--- src/rtl/mpu_refresh_scheduler.sv ---
// Sequencer in front of the MPU LCD write engine: panel power-up/down, frame, segment and
// auto-refresh write arbitration, completion counting and stuck-engine detection.
module mpu_refresh_scheduler #(
    parameter int                   HRES_WIDTH   = 9,
    parameter int                   PERIOD_WIDTH = 24,
    parameter int                   TMO_WIDTH    = 24,
    parameter logic [TMO_WIDTH-1:0] TMO_VAL      = 24'hFFFFFF,
    parameter logic [3:0]           ST_IDLE      = 4'd3,
    parameter logic [3:0]           ST_SLEEP     = 4'd6
) (
    input  logic                    i_sysclk,
    input  logic                    i_arstn,
    input  logic                    i_pwr_on_req,
    input  logic                    i_pwr_off_req,
    input  logic                    i_frame_req,
    input  logic                    i_seg_req,
    input  logic [HRES_WIDTH-1:0]   i_seg_len,
    input  logic                    i_auto_en,
    input  logic [PERIOD_WIDTH-1:0] i_period,
    input  logic [3:0]              i_mpu_state,
    input  logic                    i_mpu_init_done,
    output logic                    o_mpu_on,
    output logic                    o_mpu_off,
    output logic                    o_mpu_mode,
    output logic                    o_mpu_trigger,
    output logic [HRES_WIDTH-1:0]   o_mpu_pixel,
    output logic                    o_busy,
    output logic                    o_frame_done,
    output logic [15:0]             o_frame_cnt,
    output logic                    o_err,
    output logic [2:0]              o_dbg_state
);

    typedef enum logic [2:0] {
        S_OFF   = 3'd0,
        S_PWRUP = 3'd1,
        S_READY = 3'd2,
        S_ISSUE = 3'd3,
        S_BUSY  = 3'd4,
        S_PWRDN = 3'd5
    } state_t;

    state_t                  state_q, state_d;
    logic                    pend_frame_q, pend_frame_d;
    logic                    pend_seg_q, pend_seg_d;
    logic                    pend_off_q, pend_off_d;
    logic [HRES_WIDTH-1:0]   seg_len_q, seg_len_d;
    logic [PERIOD_WIDTH-1:0] period_q, period_d;
    logic [TMO_WIDTH-1:0]    tmo_q, tmo_d;
    logic                    on_d, off_d, mode_d, trig_d, busy_d, done_d, err_d;
    logic [HRES_WIDTH-1:0]   pix_d;
    logic [15:0]             cnt_d;
    logic                    powered, tick, waiting;

    assign o_dbg_state = state_q;

    always_ff @(posedge i_sysclk or negedge i_arstn) begin
        if (!i_arstn) begin
            state_q       <= S_OFF;
            pend_frame_q  <= 1'b0;
            pend_seg_q    <= 1'b0;
            pend_off_q    <= 1'b0;
            seg_len_q     <= '0;
            period_q      <= '0;
            tmo_q         <= '0;
            o_mpu_on      <= 1'b0;
            o_mpu_off     <= 1'b0;
            o_mpu_mode    <= 1'b0;
            o_mpu_trigger <= 1'b0;
            o_mpu_pixel   <= '0;
            o_busy        <= 1'b0;
            o_frame_done  <= 1'b0;
            o_frame_cnt   <= '0;
            o_err         <= 1'b0;
        end else begin
            state_q       <= state_d;
            pend_frame_q  <= pend_frame_d;
            pend_seg_q    <= pend_seg_d;
            pend_off_q    <= pend_off_d;
            seg_len_q     <= seg_len_d;
            period_q      <= period_d;
            tmo_q         <= tmo_d;
            o_mpu_on      <= on_d;
            o_mpu_off     <= off_d;
            o_mpu_mode    <= mode_d;
            o_mpu_trigger <= trig_d;
            o_mpu_pixel   <= pix_d;
            o_busy        <= busy_d;
            o_frame_done  <= done_d;
            o_frame_cnt   <= cnt_d;
            o_err         <= err_d;
        end
    end

    // Trigger handshake: o_mpu_trigger (with mode/pixel) is held until the engine leaves
    // ST_IDLE, which acknowledges the write; completion is the engine returning to ST_IDLE.
    always_comb begin
        state_d      = state_q;
        pend_frame_d = pend_frame_q;
        pend_seg_d   = pend_seg_q;
        pend_off_d   = pend_off_q;
        seg_len_d    = seg_len_q;
        period_d     = '0;
        tmo_d        = '0;
        on_d         = 1'b0;
        off_d        = 1'b0;
        mode_d       = o_mpu_mode;
        trig_d       = o_mpu_trigger;
        pix_d        = o_mpu_pixel;
        done_d       = 1'b0;
        cnt_d        = o_frame_cnt;
        err_d        = o_err;
        tick         = 1'b0;
        powered      = state_q inside {S_PWRUP, S_READY, S_ISSUE, S_BUSY};
        waiting      = state_q inside {S_PWRUP, S_ISSUE, S_BUSY, S_PWRDN};

        if (powered && i_auto_en) begin
            if (period_q == i_period) begin
                tick = 1'b1;
            end else begin
                period_d = period_q + 1'b1;
            end
        end

        if (powered) begin
            if (i_frame_req || tick) pend_frame_d = 1'b1;
            if (i_seg_req) begin
                pend_seg_d = 1'b1;
                seg_len_d  = i_seg_len;
            end
            if (i_pwr_off_req) pend_off_d = 1'b1;
        end

        case (state_q)
            S_OFF: begin
                pend_frame_d = 1'b0;
                pend_seg_d   = 1'b0;
                pend_off_d   = 1'b0;
                if (i_pwr_on_req) begin
                    on_d    = 1'b1;
                    err_d   = 1'b0;
                    state_d = S_PWRUP;
                end
            end
            S_PWRUP: begin
                if (i_mpu_init_done && i_mpu_state == ST_IDLE) begin
                    period_d = '0;
                    state_d  = S_READY;
                end
            end
            S_READY: begin
                // A request landing in the grant cycle merges into the granted write.
                if (pend_off_q) begin
                    off_d        = 1'b1;
                    pend_frame_d = 1'b0;
                    pend_seg_d   = 1'b0;
                    pend_off_d   = 1'b0;
                    state_d      = S_PWRDN;
                end else if (pend_frame_q) begin
                    mode_d       = 1'b0;
                    trig_d       = 1'b1;
                    pend_frame_d = 1'b0;
                    state_d      = S_ISSUE;
                end else if (pend_seg_q) begin
                    mode_d     = 1'b1;
                    pix_d      = seg_len_q;
                    trig_d     = 1'b1;
                    pend_seg_d = 1'b0;
                    state_d    = S_ISSUE;
                end else if (tick) begin
                    mode_d       = 1'b0;
                    trig_d       = 1'b1;
                    pend_frame_d = 1'b0;
                    state_d      = S_ISSUE;
                end
            end
            S_ISSUE: begin
                if (i_mpu_state != ST_IDLE) begin
                    trig_d  = 1'b0;
                    state_d = S_BUSY;
                end
            end
            S_BUSY: begin
                if (i_mpu_state == ST_IDLE) begin
                    done_d  = 1'b1;
                    cnt_d   = o_frame_cnt + 16'd1;
                    state_d = S_READY;
                end
            end
            S_PWRDN: begin
                if (i_mpu_state == ST_SLEEP) state_d = S_OFF;
            end
            default: state_d = S_OFF;
        endcase

        // A wait state that stays put for TMO_VAL cycles aborts to OFF with controls dropped.
        if (waiting && state_d == state_q) begin
            if (tmo_q == TMO_VAL - 1'b1) begin
                state_d = S_OFF;
                err_d   = 1'b1;
                on_d    = 1'b0;
                off_d   = 1'b0;
                mode_d  = 1'b0;
                trig_d  = 1'b0;
                pix_d   = '0;
            end else begin
                tmo_d = tmo_q + 1'b1;
            end
        end

        busy_d = state_d inside {S_PWRUP, S_ISSUE, S_BUSY, S_PWRDN};
    end

endmodule

--- config.mk ---
export PLATFORM = sky130hd
export DESIGN_NAME = mpu_refresh_scheduler
export DESIGN_NICKNAME = d
export VERILOG_FILES = /design/src/rtl/mpu_refresh_scheduler.sv
export SDC_FILE = /design/constraint.sdc
export NUM_CORES = 1
export LEC_CHECK = 0
export ABC_AREA = 1
export BUFFER_PORTS_ARGS = -buffer_cell sky130_fd_sc_hd__buf_2
export CORE_UTILIZATION = 40
export DETAILED_ROUTE_END_ITERATION = 12
export PLACE_DENSITY_LB_ADDON = 0.1
export SYNTH_ARGS = -nofsm -noshare
export SYNTH_HDL_FRONTEND = slang
export SYNTH_SLANG_ARGS = --single-unit
--- constraint.sdc ---
create_clock -name i_sysclk -period 1.92 [get_ports i_sysclk]
set_clock_uncertainty 0.1 [all_clocks]
set_input_delay 0.288 -clock i_sysclk [delete_from_list [all_inputs] [get_ports i_sysclk]]
set_output_delay 0.288 -clock i_sysclk [all_outputs]
set_load 0.03 [all_outputs]
==> Word level (Yosys, flattened, before mapping) <==
Index checks and enable logic that the tools add are counted.
{ "classes": {"n_addsub": 3, "order_cmp": 0, "n_reduce_logical": 10, "mux": 72, "shifts": 0, "bitwise_logic": 0, "n_div": 0, "n_mul": 0, "eq_ne": 15} }
{ "op_table": {"columns": ["cell", "count"], "rows": [
  ["24-bit two-way mux", 6],
  ["9-bit two-way mux", 6],
  ["24-bit by 1-bit adder with 24-bit output (second input constant)", 2],
  ["1-bit two-way mux", 44],
  ["3-bit two-way mux", 11],
  ["24-bit equality test", 1],
  ["24-bit equality test (second input constant)", 1],
  ["3-bit one-hot mux with 6 select lines", 1],
  ["16-bit by 1-bit adder with 16-bit output (second input constant)", 1],
  ["3-bit equality test (second input constant)", 4],
  ["4-bit nonzero test", 3],
  ["3-bit by 2-bit equality test with 1-bit output (second input constant)", 3],
  ["1-bit one-hot mux with 2 select lines", 4],
  ["3-bit by 1-bit equality test with 1-bit output (second input constant)", 2],
  ["4-bit by 2-bit equality test with 1-bit output (second input constant)", 1],
  ["4-bit by 3-bit equality test with 1-bit output (second input constant)", 1],
  ["4-bit by 2-bit != test with 1-bit output (second input constant)", 1],
  ["2-bit AND reduction", 2],
  ["3-bit equality test", 1],
  ["1-bit logical AND", 3],
  ["3-bit logical NOT", 1],
  ["1-bit logical OR", 1]
]} }
{ "word_totals": {"memories": 0, "elab_cells": 116, "out_inout_bits": 35, "inputBits": 45, "romBits": 0, "mem_bits_rw": 0, "ff_bits": 95, "latch_bits": 0} }

==> Logic depth before layout (Yosys ltp) <==
{ "logic_depth": {"depth_word": 14, "depth_mapped": 13, "ltp_nobuf": 13} }

==> Worst setup path after synthesis <==
OpenSTA, ideal clock, no wires.
{ "synth_path": {"path_type": "reg2reg", "startpoint": "register state_q[0], in the netlist o_dbg_state[0]", "endpoint": "register o_frame_cnt[13]", "stages_incl_launch_ff": 11, "t_arrival_ps": 1606, "setup_ps": 118, "t_required_ps": 1702, "slack_ps": 96, "n_path_buf": 0, "cell_sequence": "dfrtp_1 inv_2 nand3_4 nor2_8 nand4_4 nor2_4 nand3_2 nor2_2 nand2_1 nand2_1 nand2_1"} }
{ "synth_between": {"elab_chain_len": 2} }
{ "synth_rtl": {"columns": ["element", "line", "source"], "rows": [
  ["start, declared", "43", "state_t state_q, state_d;"],
  ["start signal, assigned", "76", "state_q <= state_d;"],
  ["3-bit equality test", "134", "case (state_q)"],
  ["2-bit AND reduction (no line)", null, null],
  ["end signal, assigned", "90", "o_frame_cnt <= cnt_d;"],
  ["end, declared", "29", "output logic [15:0] o_frame_cnt,"]
]} }
No other way between the ends.
A chain may end at the register's enable or synchronous reset.

==> Worst setup path after layout <==
{ "layout_path": {"startpoint": "register tmo_q[16]", "endpoint": "register tmo_q[18]"} }
{ "layout_between": {"elab_chain_len": 3, "elab_cells_between_ends": 4, "classes_between": "add/sub (1); eq/ne (1); mux (2)"} }
{ "layout_rtl": {"columns": ["element", "line", "source"], "rows": [
  ["start, declared", "49", "logic [TMO_WIDTH-1:0] tmo_q, tmo_d;"],
  ["start signal, assigned", "82", "tmo_q <= tmo_d;"],
  ["24-bit by 1-bit adder with 24-bit output / 24-bit equality test (equally long branches)", "207, 198", null],
  ["24-bit two-way mux (*)", "198", "if (tmo_q == TMO_VAL - 1'b1) begin"],
  ["24-bit two-way mux (*)", "197", "if (waiting && state_d == state_q) begin"],
  ["named net tmo_d[18]", "49", null]
]} }
The timed path passes the listed nets; every way through them passes the cells marked *.

==> reports/metrics.cfg <==
[clock_network]
clock_latency_ns = 0.35
cts_root_buffer = clkbuf_16
clk_pin_slew_ns = 0.07
htreeDepth = 3
cts_buffers = 9
ctsLongestPathBuffers = 2
cts.sinks = 95
cts_tree = yes

[placement]
port_buffers = 79
dpl.hpwl_mm = 8.80
dp_slack_ns = -0.0248
gp_routability_congestion = 0.866
place_area_um2 = 6020

[pwr]
vdd_drop_max_v = 0.000611
p_int_mw = 4.25
power_leakage_nw = 3.16
p_per_area_nw_per_um2 = 983
power_mw = 6.56
clkPwrFrac_pct = 28.1
combinationalPowerShare_pct = 32.7
seqPwrFrac_pct = 39.2
p_switching_mw = 2.32
swShare_pct = 35.3

[synth]
synth_seq_area_share_pct = 45.7
ys_warn_count = 0
muxShareOfSynthArea_pct = 1.95
synth_area_um2 = 5210
avgSynthCellArea_um2 = 8.40
synth_top_family_by_area = simple AND/OR/NAND/NOR gates
yosys.cell_types.count = 41
synth_adder_area_share_pct = 0.961
yosysMostFrequentCell = nand2_1
synth_edf_count = 0
synth_nets = 669
synth-main-ff-cell = dfrtp_1
synthXorXnorAreaFrac_pct = 9.75
yosys-top-cells-count = nand2_1, dfrtp_1, nor2_1
synth-compound-area-share_pct = 4.83
yosys.area.top_type_share_pct = 45.7
synth_area_leaders = dfrtp_1, nand2_1, xnor2_1
synth.ff_latch_count = 95
syn_inst = 620
async_reset_ff_share_pct = 100
yosysTopAreaCell = dfrtp_1
synth_simple_gate_area_share_pct = 30.2

[sta]
max_freq_ghz = 0.528
hold_violations = 0
worstMarginPinSlew_ns = 0.471
post-route-min-period_ns = 1.89
maxSlewHeadroom_pct = 68.6
finalCritPeriodShare_pct = 98.6
rsz0062_at_grt = true
fin_ws_ns = 0.0272
finalSetupViolations = 0
drv_slew = 0

[layout]
finalNetCount = 791
area_growth_pct = 28.2
design_area_um2 = 6680
layout-drive-gt1-share_pct = 30.4
antenna_cells = 0
fillers = 1221

[critical_path]
slowest_stage = dfrtp_1
path_common_cell = nor3_4
critPathMaxStageDelay_ns = 0.40
critPathTopFamily = simple AND/OR/NAND/NOR gates
start_kind = register
cp_max_fo = 6
worstSetupPathType = register to register
crit_path_start = tmo_q[16]$_DFF_PN0_
crit-reg2reg-launch = tmo_q[16]$_DFF_PN0_
crit_buf_inv = 2
cp.arrival_ns = 2.03
required_ns = 2.05
worst_setup_path_end_kind = register
path_cells = nand2_2, nor3_4, nand4_1, nor3_4, inv_2, nand3_4, buf_12, nor3b_4

[detailed_routing]
route.detailed.drc = 0
via_per_inst = 4.80
routedWlPerCell_um = 13.4
ant_nets = 0
first_pass_iters = 4
drtIter0Drc = 197
vias = 4407
routed_wl_mm = 12.3

[min_path]
hp-class = input port to register
hold_start = i_seg_len[4]

[floorplan]
core_um2 = 12700
die_w_um = 116
start_util_pct = 41.1
dieArea_um2 = 13500
row_count = 41
fp.dieH_um = 116
io_pins = 80

[global_routing]
grt_max_degree = 39
grt_pass1_vias = 4122
grt_overflow_total = 0
antenna_found_initial = 0
grtUsageTotal_pct = 18.9
grt_pass1_wl_mm = 19.6

[run]
cap_violations = 0

[run_status]
status = finished, final reports clean

-- flip-flops by register name, indices dropped and copies added, names as in the netlist, 3 cells and up --
| register | flops |
|---|---|
| period_q | 24 |
| tmo_q | 24 |
| o_frame_cnt | 16 |
| o_mpu_pixel | 9 |
| seg_len_q | 9 |
| o_dbg_state | 3 |
-- final cells by class --
class | count | area [um2] | area share (%)
timing repair buffer | 117 | 791 | 11.8
inverter | 80 | 308 | 4.61
clock inverter | 5 | 57.6 | 0.862
tap | 172 | 215 | 3.22
clock buffer | 11 | 243 | 3.64
multi-input combinational | 439 | 2680 | 40.1
sequential | 95 | 2380 | 35.7
-- layer usage --
metal	GRT usage, %	up-vias	routed length, um
met1	26.1	2065	5890
met2	29.0	100	5540
met4	5.98	0	201
met3	5.14	16	645
li1	-	2226	-
met5	0	-	0
-- final timing paths --
kind / end / slack (ns) / cells after the start
max: tmo_q[18]$_DFF_PN0_ / 0.03 / 8
min: seg_len_q[4]$_DFFE_PN0P_ / 0.06 / 2
max reg2reg: tmo_q[18]$_DFF_PN0_ / 0.03 / 8
min reg2reg: seg_len_q[4]$_DFFE_PN0P_ / 0.41 / 1
max in group asynchronous: o_mpu_pixel[5]$_DFF_PN0_ / 0.90 / 3
min in group asynchronous: tmo_q[12]$_DFF_PN0_ / 0.29 / 2
-- kinds of logic (layout without fill, tap and decap cells) --
logic type | count (synthesis) | after routing
flip-flops | 95 | 95
AND/OR/NAND/NOR | 325 | 326
adder cells (fa/ha/maj) | 4 | 4
XOR/XNOR | 58 | 58
AO/OA/AOI/OAI | 42 | 42
buffers and inverters | 87 | 213
multiplexers | 9 | 9
-- per-stage QoR --
stage / util (%) / setup TNS, ns / instances / hold WS (ns)
after floorplan: - / 0 / 620 / -0.108
after global placement: 47.5 / 0 / 889 / 0.139
after detailed placement: 47.5 / -0.0378 / 889 / 0.133
after CTS: 50.0 / 0 / 906 / 0.0521
after global routing: 52.7 / -1.89 / 919 / 0.0548
final: 52.7 / 0 / 919 / 0.0591
-- what timing repair did --
item,4_1_cts,5_1_grt
hold endpoints to repair,23,0
gates resized for setup,2,62
buffers inserted,0,9
hold buffers,1,0
endpoints found under the setup margin,11,68
cloned,0,4
pin swaps,0,17
-- cell usage in the layout, fill, tap and decap left out, drive strengths merged, types with 2 or more instances in the layout --
cell type  netlist  layout
a21oi           22      22
buf              5     114
clkbuf           2      13
clkinvlp         0       3
dfrtp           95      95
ha               4       4
inv             80      80
mux2             9       9
nand2          145     145
nand3           27      27
nand3b           2       2
nand4           22      22
nor2            92      93
nor3            22      22
nor3b            6       6
nor4             7       7
o21ai           16      16
xnor2           36      36
xor2            22      22
-- power groups by stage --
stage	Clock (mW)	Sequential (mW)	Combinational, mW
floorplan	0	2.74	0.943
global placement	0	2.58	1.70
detailed placement	0	2.57	1.73
CTS	1.89	2.55	1.73
global route	1.95	2.62	2.35
finish	1.84	2.57	2.15
Note: power is estimated with default switching activity, not from simulation.
